**src/rtl/load_distributor.sv**
```systemverilog
// -----------------------------------------------------------------------------
// load_distributor
//
// Receiving end of the coordinate-generator handshake in the lab 4 fractal
// pipeline. Each accepted transfer (one complex-plane coordinate plus its VGA
// pixel position) is dispatched to the lowest-index idle Mandelbrot iterator
// core. Iteration counts coming back from the cores are collected and
// presented, tagged with their pixel position, one at a time to the
// downstream VGA memory writer.
//
// Parameters:
//   NUM_CORES     number of iterator cores (1-16)
//   ITER_W        width of a core's iteration count
//
// Ports:
//   clk           system clock, all logic on the rising edge
//   reset         synchronous, active-high reset
//   oCoordGenRdy  distributor can accept a coordinate (registered)
//   iCoordValid   generator holds a valid coordinate
//   iVGAX/iVGAY   pixel column/row tag travelling with the coordinate
//   iCoordX/Y     real/imaginary coordinate, passed through unchanged
//   oCoreStart    one-hot, one-cycle start pulse to the chosen core
//   oCoreX/Y      coordinate broadcast to the cores, valid with oCoreStart
//   iCoreDone     per-core one-cycle completion pulse
//   iCoreIter     per-core iteration count, core i at [i*ITER_W +: ITER_W]
//   oPixelValid   a tagged result is presented to the writer
//   oPixelX/Y     result pixel column/row
//   oPixelIter    result iteration count
//   iPixelRdy     writer accepts the presented result
//
// Optional feature (macro LOAD_DIST_STATS_EN):
//   oPixelCount   19-bit count of accepted results, wraps 307199 -> 0
//   oFrameDone    one-cycle pulse on that wrap (one full 640x480 frame)
// With the macro undefined neither port nor the counter exists.
// -----------------------------------------------------------------------------
module load_distributor #(
  parameter int NUM_CORES = 4,
  parameter int ITER_W    = 10
) (
  input  logic                        clk,
  input  logic                        reset,
  output logic                        oCoordGenRdy,
  input  logic                        iCoordValid,
  input  logic [9:0]                  iVGAX,
  input  logic [8:0]                  iVGAY,
  input  logic [35:0]                 iCoordX,
  input  logic [35:0]                 iCoordY,
  output logic [NUM_CORES-1:0]        oCoreStart,
  output logic [35:0]                 oCoreX,
  output logic [35:0]                 oCoreY,
  input  logic [NUM_CORES-1:0]        iCoreDone,
  input  logic [NUM_CORES*ITER_W-1:0] iCoreIter,
  output logic                        oPixelValid,
  output logic [9:0]                  oPixelX,
  output logic [8:0]                  oPixelY,
  output logic [ITER_W-1:0]           oPixelIter,
  input  logic                        iPixelRdy
`ifdef LOAD_DIST_STATS_EN
  ,
  output logic [18:0]                 oPixelCount,
  output logic                        oFrameDone
`endif
);

  // Per-core bookkeeping. busy: core is iterating. pending: core finished and
  // its result is waiting to be moved into the output register.
  logic [NUM_CORES-1:0] busy;
  logic [NUM_CORES-1:0] pending;
  logic [NUM_CORES-1:0] busyNext;
  logic [NUM_CORES-1:0] pendingNext;

  logic [9:0]        tagX    [NUM_CORES];
  logic [8:0]        tagY    [NUM_CORES];
  logic [ITER_W-1:0] iterReg [NUM_CORES];

  logic [NUM_CORES-1:0] freeNow;
  logic [NUM_CORES-1:0] completing;
  logic [NUM_CORES-1:0] drainable;
  logic [NUM_CORES-1:0] startSel;
  logic [NUM_CORES-1:0] drainSel;

  logic              accept;
  logic              loadOut;
  logic              drainAny;
  logic [9:0]        drainX;
  logic [8:0]        drainY;
  logic [ITER_W-1:0] drainIter;

  // Handshake and per-cycle status vectors. A done pulse only counts for a
  // core that is actually iterating; stray pulses on idle or waiting cores
  // are dropped here. A result completing this cycle is already drainable,
  // so a finished core can reach the output register on the same edge.
  always_comb begin
    accept     = iCoordValid && oCoordGenRdy;
    freeNow    = ~busy & ~pending;
    completing = iCoreDone & busy;
    drainable  = pending | completing;
    loadOut    = !oPixelValid || iPixelRdy;
  end

  // Lowest-index selection for dispatch and for drain. Scanning from the top
  // down and restarting the one-hot vector on every hit leaves the lowest
  // qualifying index selected. oCoordGenRdy only rises when a core is free,
  // so startSel is never empty when a transfer is accepted.
  always_comb begin
    startSel = '0;
    drainSel = '0;
    for (int i = NUM_CORES - 1; i >= 0; i--) begin
      if (freeNow[i]) begin
        startSel    = '0;
        startSel[i] = 1'b1;
      end
      if (drainable[i] && loadOut) begin
        drainSel    = '0;
        drainSel[i] = 1'b1;
      end
    end
  end

  // Result multiplexer for the selected drain core. A core finishing on this
  // very edge has not latched its count yet, so take it straight from the
  // core's output bus in that case.
  always_comb begin
    drainAny  = |drainSel;
    drainX    = '0;
    drainY    = '0;
    drainIter = '0;
    for (int i = 0; i < NUM_CORES; i++) begin
      if (drainSel[i]) begin
        drainX    = tagX[i];
        drainY    = tagY[i];
        drainIter = completing[i] ? iCoreIter[i*ITER_W +: ITER_W] : iterReg[i];
      end
    end
  end

  // Next busy/pending state. Dispatch only ever picks a free core and drain
  // only ever picks a finished one, so the three updates never touch the same
  // core bit in conflicting ways.
  always_comb begin
    busyNext    = busy & ~completing;
    pendingNext = (pending | completing) & ~drainSel;
    if (accept) begin
      busyNext = busyNext | startSel;
    end
  end

  // Core state registers plus the registered ready flag. Ready looks at the
  // state after this edge's updates, so a core drained at edge T shows up as
  // ready from T+1, and the flag first rises one cycle after reset releases.
  always_ff @(posedge clk) begin
    if (reset) begin
      busy         <= '0;
      pending      <= '0;
      oCoordGenRdy <= 1'b0;
    end else begin
      busy         <= busyNext;
      pending      <= pendingNext;
      oCoordGenRdy <= |(~busyNext & ~pendingNext);
    end
  end

  // Per-core tag and iteration storage. These are pure data registers whose
  // contents are only meaningful while the matching busy/pending bit is set,
  // so they carry no reset.
  always_ff @(posedge clk) begin
    for (int i = 0; i < NUM_CORES; i++) begin
      if (accept && startSel[i]) begin
        tagX[i] <= iVGAX;
        tagY[i] <= iVGAY;
      end
      if (completing[i]) begin
        iterReg[i] <= iCoreIter[i*ITER_W +: ITER_W];
      end
    end
  end

  // Dispatch to the cores: a one-cycle start pulse and the coordinate itself,
  // both registered so they line up in the cycle after the accepting edge.
  always_ff @(posedge clk) begin
    if (reset) begin
      oCoreStart <= '0;
      oCoreX     <= '0;
      oCoreY     <= '0;
    end else begin
      oCoreStart <= accept ? startSel : '0;
      if (accept) begin
        oCoreX <= iCoordX;
        oCoreY <= iCoordY;
      end
    end
  end

  // Single-entry output register toward the memory writer. It reloads when
  // empty or when its current result is being taken, which gives one result
  // per cycle under continuous iPixelRdy. Under backpressure nothing here
  // changes, so the presented result stays stable.
  always_ff @(posedge clk) begin
    if (reset) begin
      oPixelValid <= 1'b0;
      oPixelX     <= '0;
      oPixelY     <= '0;
      oPixelIter  <= '0;
    end else if (loadOut) begin
      oPixelValid <= drainAny;
      if (drainAny) begin
        oPixelX    <= drainX;
        oPixelY    <= drainY;
        oPixelIter <= drainIter;
      end
    end
  end

`ifdef LOAD_DIST_STATS_EN
  localparam logic [18:0] FRAME_LAST = 19'd307199;

  // Frame statistics: count results taken by the writer and flag each
  // completed 640x480 frame with a one-cycle pulse as the count wraps.
  always_ff @(posedge clk) begin
    if (reset) begin
      oPixelCount <= '0;
      oFrameDone  <= 1'b0;
    end else begin
      oFrameDone <= 1'b0;
      if (oPixelValid && iPixelRdy) begin
        if (oPixelCount == FRAME_LAST) begin
          oPixelCount <= '0;
          oFrameDone  <= 1'b1;
        end else begin
          oPixelCount <= oPixelCount + 19'd1;
        end
      end
    end
  end
`endif

endmodule
```
**config.mk**
```make
export PLATFORM = sky130hd
export DESIGN_NAME = load_distributor
export DESIGN_NICKNAME = d
export VERILOG_FILES = /design/src/rtl/load_distributor.sv
export SDC_FILE = /design/constraint.sdc
export NUM_CORES = 1
export LEC_CHECK = 0
export CAP_MARGIN = 20
export CORE_MARGIN = 4
export CORE_UTILIZATION = 51
export CTS_CLUSTER_SIZE = 25
export DETAILED_ROUTE_END_ITERATION = 10
export HOLD_SLACK_MARGIN = 0.1
export PLACE_DENSITY = 0.84
export SLEW_MARGIN = 20
export SYNTH_ARGS = -nofsm -noshare
export SYNTH_HDL_FRONTEND = slang
export SYNTH_SLANG_ARGS = --single-unit
```
**constraint.sdc**
```tcl
create_clock -name clk -period 6 [get_ports clk]
set_input_delay 1.5 -clock clk [delete_from_list [all_inputs] [get_ports clk]]
set_output_delay 1.5 -clock clk [all_outputs]
set_load 0.01 [all_outputs]
```
# [After elaboration in Yosys (flattened, before gate mapping)]
# Memories as Yosys holds them, arrays and structs flattened.
# Cells that the tools add are included.
[word_totals] in_bits=139 mem_count=3 ramBits=116 reg_bits=115
[op_classes] n_mux=59 bitwise=14 reduce_logical=21
[mem_list] memory="iterReg" depth=4 word_bits=10 rd=4 rd_ports_with_merged_regs=0 write_ports=4 line_no="74" source="logic [ITER_W-1:0] iterReg [NUM_CORES];"
[mem_list] memory="tagX" depth=4 word_bits=10 rd=4 rd_ports_with_merged_regs=0 write_ports=1 line_no="72" source="logic [9:0] tagX [NUM_CORES];"
[mem_list] memory="tagY" depth=4 word_bits=9 rd=4 rd_ports_with_merged_regs=0 write_ports=1 line_no="73" source="logic [8:0] tagY [NUM_CORES];"
[ops] cell="$mux 10" count=15
[ops] cell="$mux 9" count=7
[ops] cell="$mux 4" count=9
[ops] cell="$reduce_or 10->1" count=3
[ops] cell="$reduce_or 9->1" count=3
[ops] cell="$not 4->4" count=6
[ops] cell="$mux 1" count=22
[ops] cell="$and 4x4->4" count=5
[ops] cell="$mux 2" count=6
[ops] cell="$logic_and 1x1->1" count=9
[ops] cell="$or 4x4->4" count=2
[ops] cell="$reduce_or 4->1" count=2
[ops] cell="$reduce_and 2->1" count=1
[ops] cell="$reduce_or 2->1" count=1
[ops] cell="$logic_not 1->1" count=1
[ops] cell="$logic_or 1x1->1" count=1
[ops] cell="$not 1->1" count=1

# [Longest topological paths before layout]
# Gate-level depths: netlist of the first run.
[logic_depth] word_depth=13 mapped_depth=9 mapped_depth_nobuf=6

# [Worst setup path after synthesis of the first run]
# Ideal clock, no wire load.
[synth_path] path_kind="input-to-reg" startpoint="input iCoordValid" endpoint="register oCoordGenRdy" n_path_buf=0 required_ps=5862 arrival_time_ps=2980 slack_ps=2882 stages=6 path_cell_list="nand2_1 or3_1 or4_4 inv_2 a221o_1 a41oi_1"
[synth_between] elab_chain_len=5
[synth_rtl] element="start: declaration" line_no="43" source="input logic iCoordValid,"
[synth_rtl] element="$logic_and 1x1->1" line_no="94" source="accept = iCoordValid && oCoordGenRdy;"
[synth_rtl] element="$mux 4" line_no="143" source="if (accept) begin"
[synth_rtl] element="$not 4->4" line_no="159" source="oCoordGenRdy <= |(~busyNext & ~pendingNext);"
[synth_rtl] element="$and 4x4->4" line_no="159"
[synth_rtl] element="$reduce_or 4->1" line_no="159"
[synth_rtl] element="end signal: assignment" line_no="159"
[synth_rtl] element="end: declaration" line_no="42" source="output logic oCoordGenRdy,"
# Every way passes these cells.
# A chain may end at the register's enable or synchronous reset.

# [Worst setup path after layout of the first run]
[layout_path] startpoint="input iCoreDone[3]" endpoint="register oPixelIter[9]"
[layout_between] elab_chain_len=9
[layout_rtl] element="start: declaration" line_no="51" source="input logic [NUM_CORES-1:0] iCoreDone,"
[layout_rtl] element="$and 4x4->4 *" line_no="96" source="completing = iCoreDone & busy;"
[layout_rtl] element="$or 4x4->4" line_no="97" source="drainable = pending | completing;"
[layout_rtl] element="$logic_and 1x1->1" line_no="113" source="if (drainable[i] && loadOut) begin"
[layout_rtl] element="$mux 4 (4 in a row)" line_no="113"
[layout_rtl] element="$reduce_or 4->1" line_no="124" source="drainAny = |drainSel;"
[layout_rtl] element="$reduce_and 2->1 (no source line)"
[layout_rtl] element="end signal: assignment" line_no="209" source="oPixelIter <= drainIter;"
[layout_rtl] element="end: declaration" line_no="56" source="output logic [ITER_W-1:0] oPixelIter,"
# Mark *: on every way between the ends. The rest lies on a longest branch, timed or not.

==> metrics.yaml, run 1 <==
clock_network:
  postCtsResizedCells: 0
  cts_tree: "built"
  clkSinkCount: 231
  insertion_delay_ns: 0.52
  numCtsBuffers: 24
  cts_max_path_buffers: 3
  cts_hold_repair.buffers: 0
  clockRootBuffer: "clkbuf_16"
  h-tree-depth: 1
  clkTransAtPathRegs_ns: 0.06
  cts_setup_buffers: 0
sta:
  finalClockSkew_ns: 0.0323
  hold_violations: 0
  fmax_ghz: 0.256
  period_share_pct: 65.0
  setup_viol: 0
  fin_setup_tns_ns: 0
  worstMarginPinSlew_ns: 1.04
  final.setup.worst_slack_ns: 2.10
  drv_slew: 0
  slew_headroom_pct: 30.3
  rsz0062_at_grt: "false"
  period_minus_slack_ns: 3.90
grt:
  first_global_vias: 7302
  antenna_found_initial: 1
  grt_max_degree: 76
  grt_pass1_wl_um: 38700
  grt_util_all_layers_pct: 24.2
  gr-total-overflow: 0
finish:
  mostFrequentLayoutCell: "clkdlybuf4s50_1"
  syn_to_final_growth_pct: 37.5
  layout_common_cells: "clkdlybuf4s50_1, nand2_1, dfxtp_1"
  n_antenna_cell: 0
  layout-drive-gt1-share_pct: 8.44
  stdcell_count: 1339
  finalCoreUtilization_pct: 71.2
  num-nets-final: 1235
  stdcell_area_um2: 12200
yosys:
  yosys.area.top_type_share_pct: 34.9
  synth.distinct_cells: 39
  synth-edff-count: 76
  ys_seq_elements: 231
  yosysTopAreaCell: "dfxtp_1"
  synthArstFlopShare_pct: 0
  yosysSeqAreaShare_pct: 60.6
  netlist_top_cells_area: "dfxtp_1, edfxtp_1, nand2_1"
  yosys_warnings: 0
  syn_inst: 881
  synth_nets: 1020
  syn_area_per_cell_um2: 10.1
  syn_area_um2: 8890
  ys.flop_type: "dfxtp_1"
route:
  wl_per_cell_um: 18.8
  vias_per_cell: 5.60
  vias: 7499
  ant_nets: 0
  drc: 0
  wl_um: 25200
  first_pass_iters: 5
  drt_iter0_markers: 522
die:
  row_count: 48
  floorplan.die_area_um2: 19600
  start_util_pct: 51.8
  die_w_um: 140
  ioPinCount: 246
  fp.dieH_um: 140
  coreArea_um2: 17200
critical_path:
  worst_path_max_delay_cell: "a21oi_2"
  crit_type: "in -> reg"
  required_ns: 6.41
  cp_cell_sequence: "clkdlybuf4s50_1 -> and2_1 -> nor3_2 -> buf_4 -> a21oi_2 -> buf_4 -> nor2_1 -> a32o_1"
  arrival_ns: 4.31
  cp-end-kind: "register"
  cpMostUsedCell: "buf_4"
  start_kind: "primary input"
  critPathMaxFanout: 29
  cp_slowest_stage_delay_ns: 0.62
pwr:
  p_leak_nw: 4.50
  cellPowerDensity_nw_per_um2: 286
  ir_drop_mv: 0.239
place:
  gp_congestion: 0.830
  dpl_cell_area_um2: 11400
  dp_cells: 1294
  hpwl_um: 16600
  numPortBuffers: 245
  place_ws_ns: 1.59
run_status:
  status: "finished, final reports clean"
min_path:
  hold_path.class: "reg -> reg"
run:
  maxCapViolations: 0
path summary, 6_finish.rpt:
check                                           start                         end  slack, ns  cells after the start
worst max-delay path                     iCoreDone[3]  oPixelIter[9]$_SDFFE_PP0P_       2.10                      8
worst min-delay path            iterReg[3][8]$_DFF_P_       iterReg[3][8]$_DFF_P_       0.45                      2
worst max register to register     busy[1]$_SDFF_PP0_  oPixelIter[9]$_SDFFE_PP0P_       3.18                      6
worst min register to register  iterReg[3][8]$_DFF_P_       iterReg[3][8]$_DFF_P_       0.45                      2
flip-flops by register name (all words and copies together), names as in the netlist, 9 cells and up:
| signal | flops |
|---|---|
| oPixelIter | 10 |
| tagY | 36 |
| oCoreY | 36 |
| oCoreX | 36 |
| oPixelY | 9 |
| iterReg | 40 |
| tagX | 40 |
| oPixelX | 10 |
power by group:
part | switching [mW] | internal [mW] | total (mW)
Sequential | 0.0317 | 1.69 | 1.72
Combinational | 0.150 | 0.190 | 0.340
Clock | 0.584 | 0.851 | 1.43
logic make-up after synthesis:
group / Yosys count / share of synthesized area, %
compound gates: 281 / 19.9
buf+inv: 71 / 3.29
mux: 30 / 3.80
flops: 231 / 60.6
simple gates: 268 / 12.5
synth_stat cells, drive strengths merged, types with 2 or more instances:
cell	instances
nand4	2
a211oi	3
a22oi	26
clkbuf	47
a22o	16
dfxtp	155
nor2	16
nand2	212
nor2b	2
edfxtp	76
a21boi	2
and2	21
nor3	5
a21o	3
nand2b	6
a32o	3
buf	19
or3	2
o21ai	83
mux2	30
a21oi	109
a32oi	3
a221oi	3
inv	4
o221a	26
per-stage QoR:
step                      hold slack, ns  power (mW)
final                              0.445        3.50
after global routing               0.464        3.62
after CTS                          0.447        3.52
after detailed placement           0.439        2.09
after global placement             0.430        2.08
after floorplan                    0.422        1.89
per-layer routing:
metal / part of all wire, % / global-route usage (%) / vias up
met5: 0.052 / 0 / -
met4: 3.2 / 8.77 / 2
met3: 6.7 / 4.13 / 63
met2: 49 / 41.7 / 319
met1: 41 / 30.9 / 3551
li1: - / - / 3564
critical path: cells and delay by family:
family / cells / cell delay (ns)
buffers and inverters: 3 / 1.21
and+or+nand+nor: 3 / 0.74
AOI/OAI and AO/OA: 2 / 0.84
layout make-up:
class,count,area [um^2]
Timing Repair Buffer,255,2530
Sequential cell,231,5390
Inverter,5,18.8
Clock buffer,37,742
Tap cell,225,282
Fill cell,1285,4950
Clock inverter,7,41.3
Multi-Input combinational cell,579,3230
(Power assumes the default switching activity.)
==> run 2: changes to the inputs <==
Settings changed: CORE_UTILIZATION 51 to 48, PLACE_DENSITY 0.84 to 0.8.
Clock period 6 ns to 4.1 ns, I/O delays scaled along.
==> run 2 against run 1 <==
- routed wire length is 0.98% higher
- combinational power rose by 47%
- flip-flop and latch count did not move
- setup slack worse by 0.99 ns
- clock power rose by 58%
- sequential power up 47%
- clock skew down 0.025 ns
- critical path type unchanged
==> metrics.yaml, run 2 (synthesis results as in run 1) <==
route:
  first_pass_iters: 5  # unchanged
  vias: 7460  # was 7499
  ant_nets: 0  # unchanged
  wl_um: 25500  # was 25200 um
  wl_per_cell_um: 18.8  # about the same
  drt_iter0_markers: 528  # was 522
  drc: 0  # unchanged
  vias_per_cell: 5.52  # was 5.60
grt:
  grt_util_all_layers_pct: 22.9  # was 24.2%
  antenna_found_initial: 1  # unchanged
  first_global_vias: 7221  # was 7302
  grt_pass1_wl_um: 37900  # was 38700 um
  grt_max_degree: 89  # was 76
  gr-total-overflow: 0  # unchanged
finish:
  layout_common_cells: "clkdlybuf4s50_1, nand2_1, dfxtp_1"  # unchanged
  syn_to_final_growth_pct: 39.1  # was 37.5%
  layout-drive-gt1-share_pct: 9.01  # was 8.44%
  mostFrequentLayoutCell: "clkdlybuf4s50_1"  # unchanged
  stdcell_area_um2: 12400  # was 12200 um^2
  num-nets-final: 1245  # was 1235
  finalCoreUtilization_pct: 68.4  # was 71.2%
  stdcell_count: 1351  # was 1339
  reg.largest.list: "iterReg (40), tagX (40)"  # unchanged
clock_network:
  numCtsBuffers: 24  # unchanged
  postCtsResizedCells: 0  # unchanged
  clkTransAtPathRegs_ns: 0.06  # about the same
  cts_tree: "built"  # unchanged
  insertion_delay_ns: 0.50  # was 0.52 ns
  clkSinkCount: 231  # unchanged
  cts_setup_buffers: 0  # unchanged
  h-tree-depth: 1  # unchanged
  clockRootBuffer: "clkbuf_16"  # unchanged
  cts_hold_repair.buffers: 0  # unchanged
  cts_max_path_buffers: 3  # unchanged
sta:
  fin_setup_tns_ns: 0  # unchanged
  period_share_pct: 73.0
  rsz0062_at_grt: "false"  # unchanged
  setup_viol: 0  # unchanged
  final.setup.worst_slack_ns: 1.11  # was 2.10 ns
  worstMarginPinSlew_ns: 0.998  # was 1.04 ns
  finalClockSkew_ns: 0.00696  # was 0.0323 ns
  hold_violations: 0  # unchanged
  drv_slew: 0  # unchanged
  hold_slack_ns: 0.441  # was 0.445 ns
  slew_headroom_pct: 33.3  # was 30.3%
  fmax_ghz: 0.334
  period_minus_slack_ns: 2.99
die:
  floorplan.die_area_um2: 20800  # was 19600 um^2
  coreArea_um2: 18100  # was 17200 um^2
  fp.dieH_um: 144  # was 140 um
  row_count: 49  # was 48
  start_util_pct: 49.2  # was 51.8%
  ioPinCount: 246  # unchanged
  die_w_um: 144  # was 140 um
min_path:
  hold_depth: 2  # unchanged
  hold_path.class: "reg -> reg"  # unchanged
pwr:
  total_power_mw: 5.28  # was 3.50 mW
  cellPowerDensity_nw_per_um2: 427  # was 286 nW/um^2
  ir_drop_mv: 0.325  # was 0.239 mV
  p_leak_nw: 4.56  # was 4.50 nW
place:
  hpwl_um: 17100  # was 16600 um
  numPortBuffers: 245  # unchanged
  dpl_cell_area_um2: 11500  # was 11400 um^2
  dp_cells: 1309  # was 1294
  gp_congestion: 0.849  # was 0.830
  place_ws_ns: 0.600  # was 1.59 ns
critical_path:
  required_ns: 4.55  # was 6.41 ns
  cp_slowest_stage_delay_ns: 0.63  # was 0.62 ns
  startpoint: "iCoreDone[1]"  # was iCoreDone[3]
  r2r-start: "busy[1]$_SDFF_PP0_"  # unchanged
  cp-end-kind: "register"  # unchanged
  crit_type: "in -> reg"  # unchanged
  start_kind: "primary input"  # unchanged
  r2r_slack_ns: 1.75  # was 3.18 ns
  reg2reg_depth: 6  # unchanged
  r2r_end: "oPixelY[8]$_SDFFE_PP0P_"  # was oPixelIter[9]$_SDFFE_PP0P_
  arrival_ns: 3.44  # was 4.31 ns
  cp_cell_sequence: "clkdlybuf4s50_1 -> a21o_1 -> nor2_1 -> buf_4 -> o21ai_0 -> a22oi_1 -> o221a_1"  # was clkdlybuf4s50_1 -> and2_1 -> nor3_2 -> buf_4 -> a21oi_2 -> buf_4 -> nor2_1 -> a32o_1
  worst_path_max_delay_cell: "nor2_1"  # was a21oi_2
  critPathMaxFanout: 23  # was 29
  critical_path.endpoint: "oPixelY[8]$_SDFFE_PP0P_"  # was oPixelIter[9]$_SDFFE_PP0P_
run_status:
  status: "finished, final reports clean"  # unchanged
run:
  maxCapViolations: 0  # unchanged
==> run 2: cell types whose count changed in the layout (fill, tap and decap cells not counted), moves of 2 or more <==
cell       delta
buf_12        +2
clkinv_4      -2
bufinv_16     +4
clkbuf_8      -5
buf_4         +9
==> run 2: cell type report <==
type,count,area [um^2]
Timing Repair Buffer,265,2620
Inverter,5,18.8
Multi-Input combinational cell,579,3240
Antenna cell,1,2.50
Clock buffer,31,668
Clock inverter,10,151
Sequential cell,231,5390
Tap cell,229,287
Fill cell,1366,5720
==> run 2: how the worst min path moves through the flow <==
stage	start	endpoint	slack, ns
after floorplan	iterReg[3][1]$_DFF_P_	iterReg[3][1]$_DFF_P_	0.42
after global placement	iterReg[3][2]$_DFF_P_	iterReg[3][2]$_DFF_P_	0.43
after detailed placement	iterReg[3][6]$_DFF_P_	iterReg[3][6]$_DFF_P_	0.43
after CTS	iterReg[3][6]$_DFF_P_	iterReg[3][6]$_DFF_P_	0.44
after global routing	iterReg[3][3]$_DFF_P_	iterReg[3][3]$_DFF_P_	0.46
final	iterReg[3][8]$_DFF_P_	iterReg[3][8]$_DFF_P_	0.44
==> run 2: power breakdown <==
part           leakage (nW)  switching (mW)  internal, mW  total, mW
logic                  2.21           0.219         0.282      0.501
registers              1.96          0.0465          2.47       2.52
clock network         0.397           0.869          1.39       2.26
==> run 2: worst max-delay path, delay by kind of cell <==
family,cells,cell delay [ns]
AO/OA/AOI/OAI,4,0.98
buffers and inverters,2,0.81
AND/OR/NAND/NOR,1,0.63
==> run 2: per-layer routing <==
metal	routed length [um]	global-route usage, %	vias up
met5	0	0	-
met4	795	8.08	0
met3	1790	3.87	58
met2	12400	38.1	297
met1	10400	30.3	3524
li1	-	-	3581
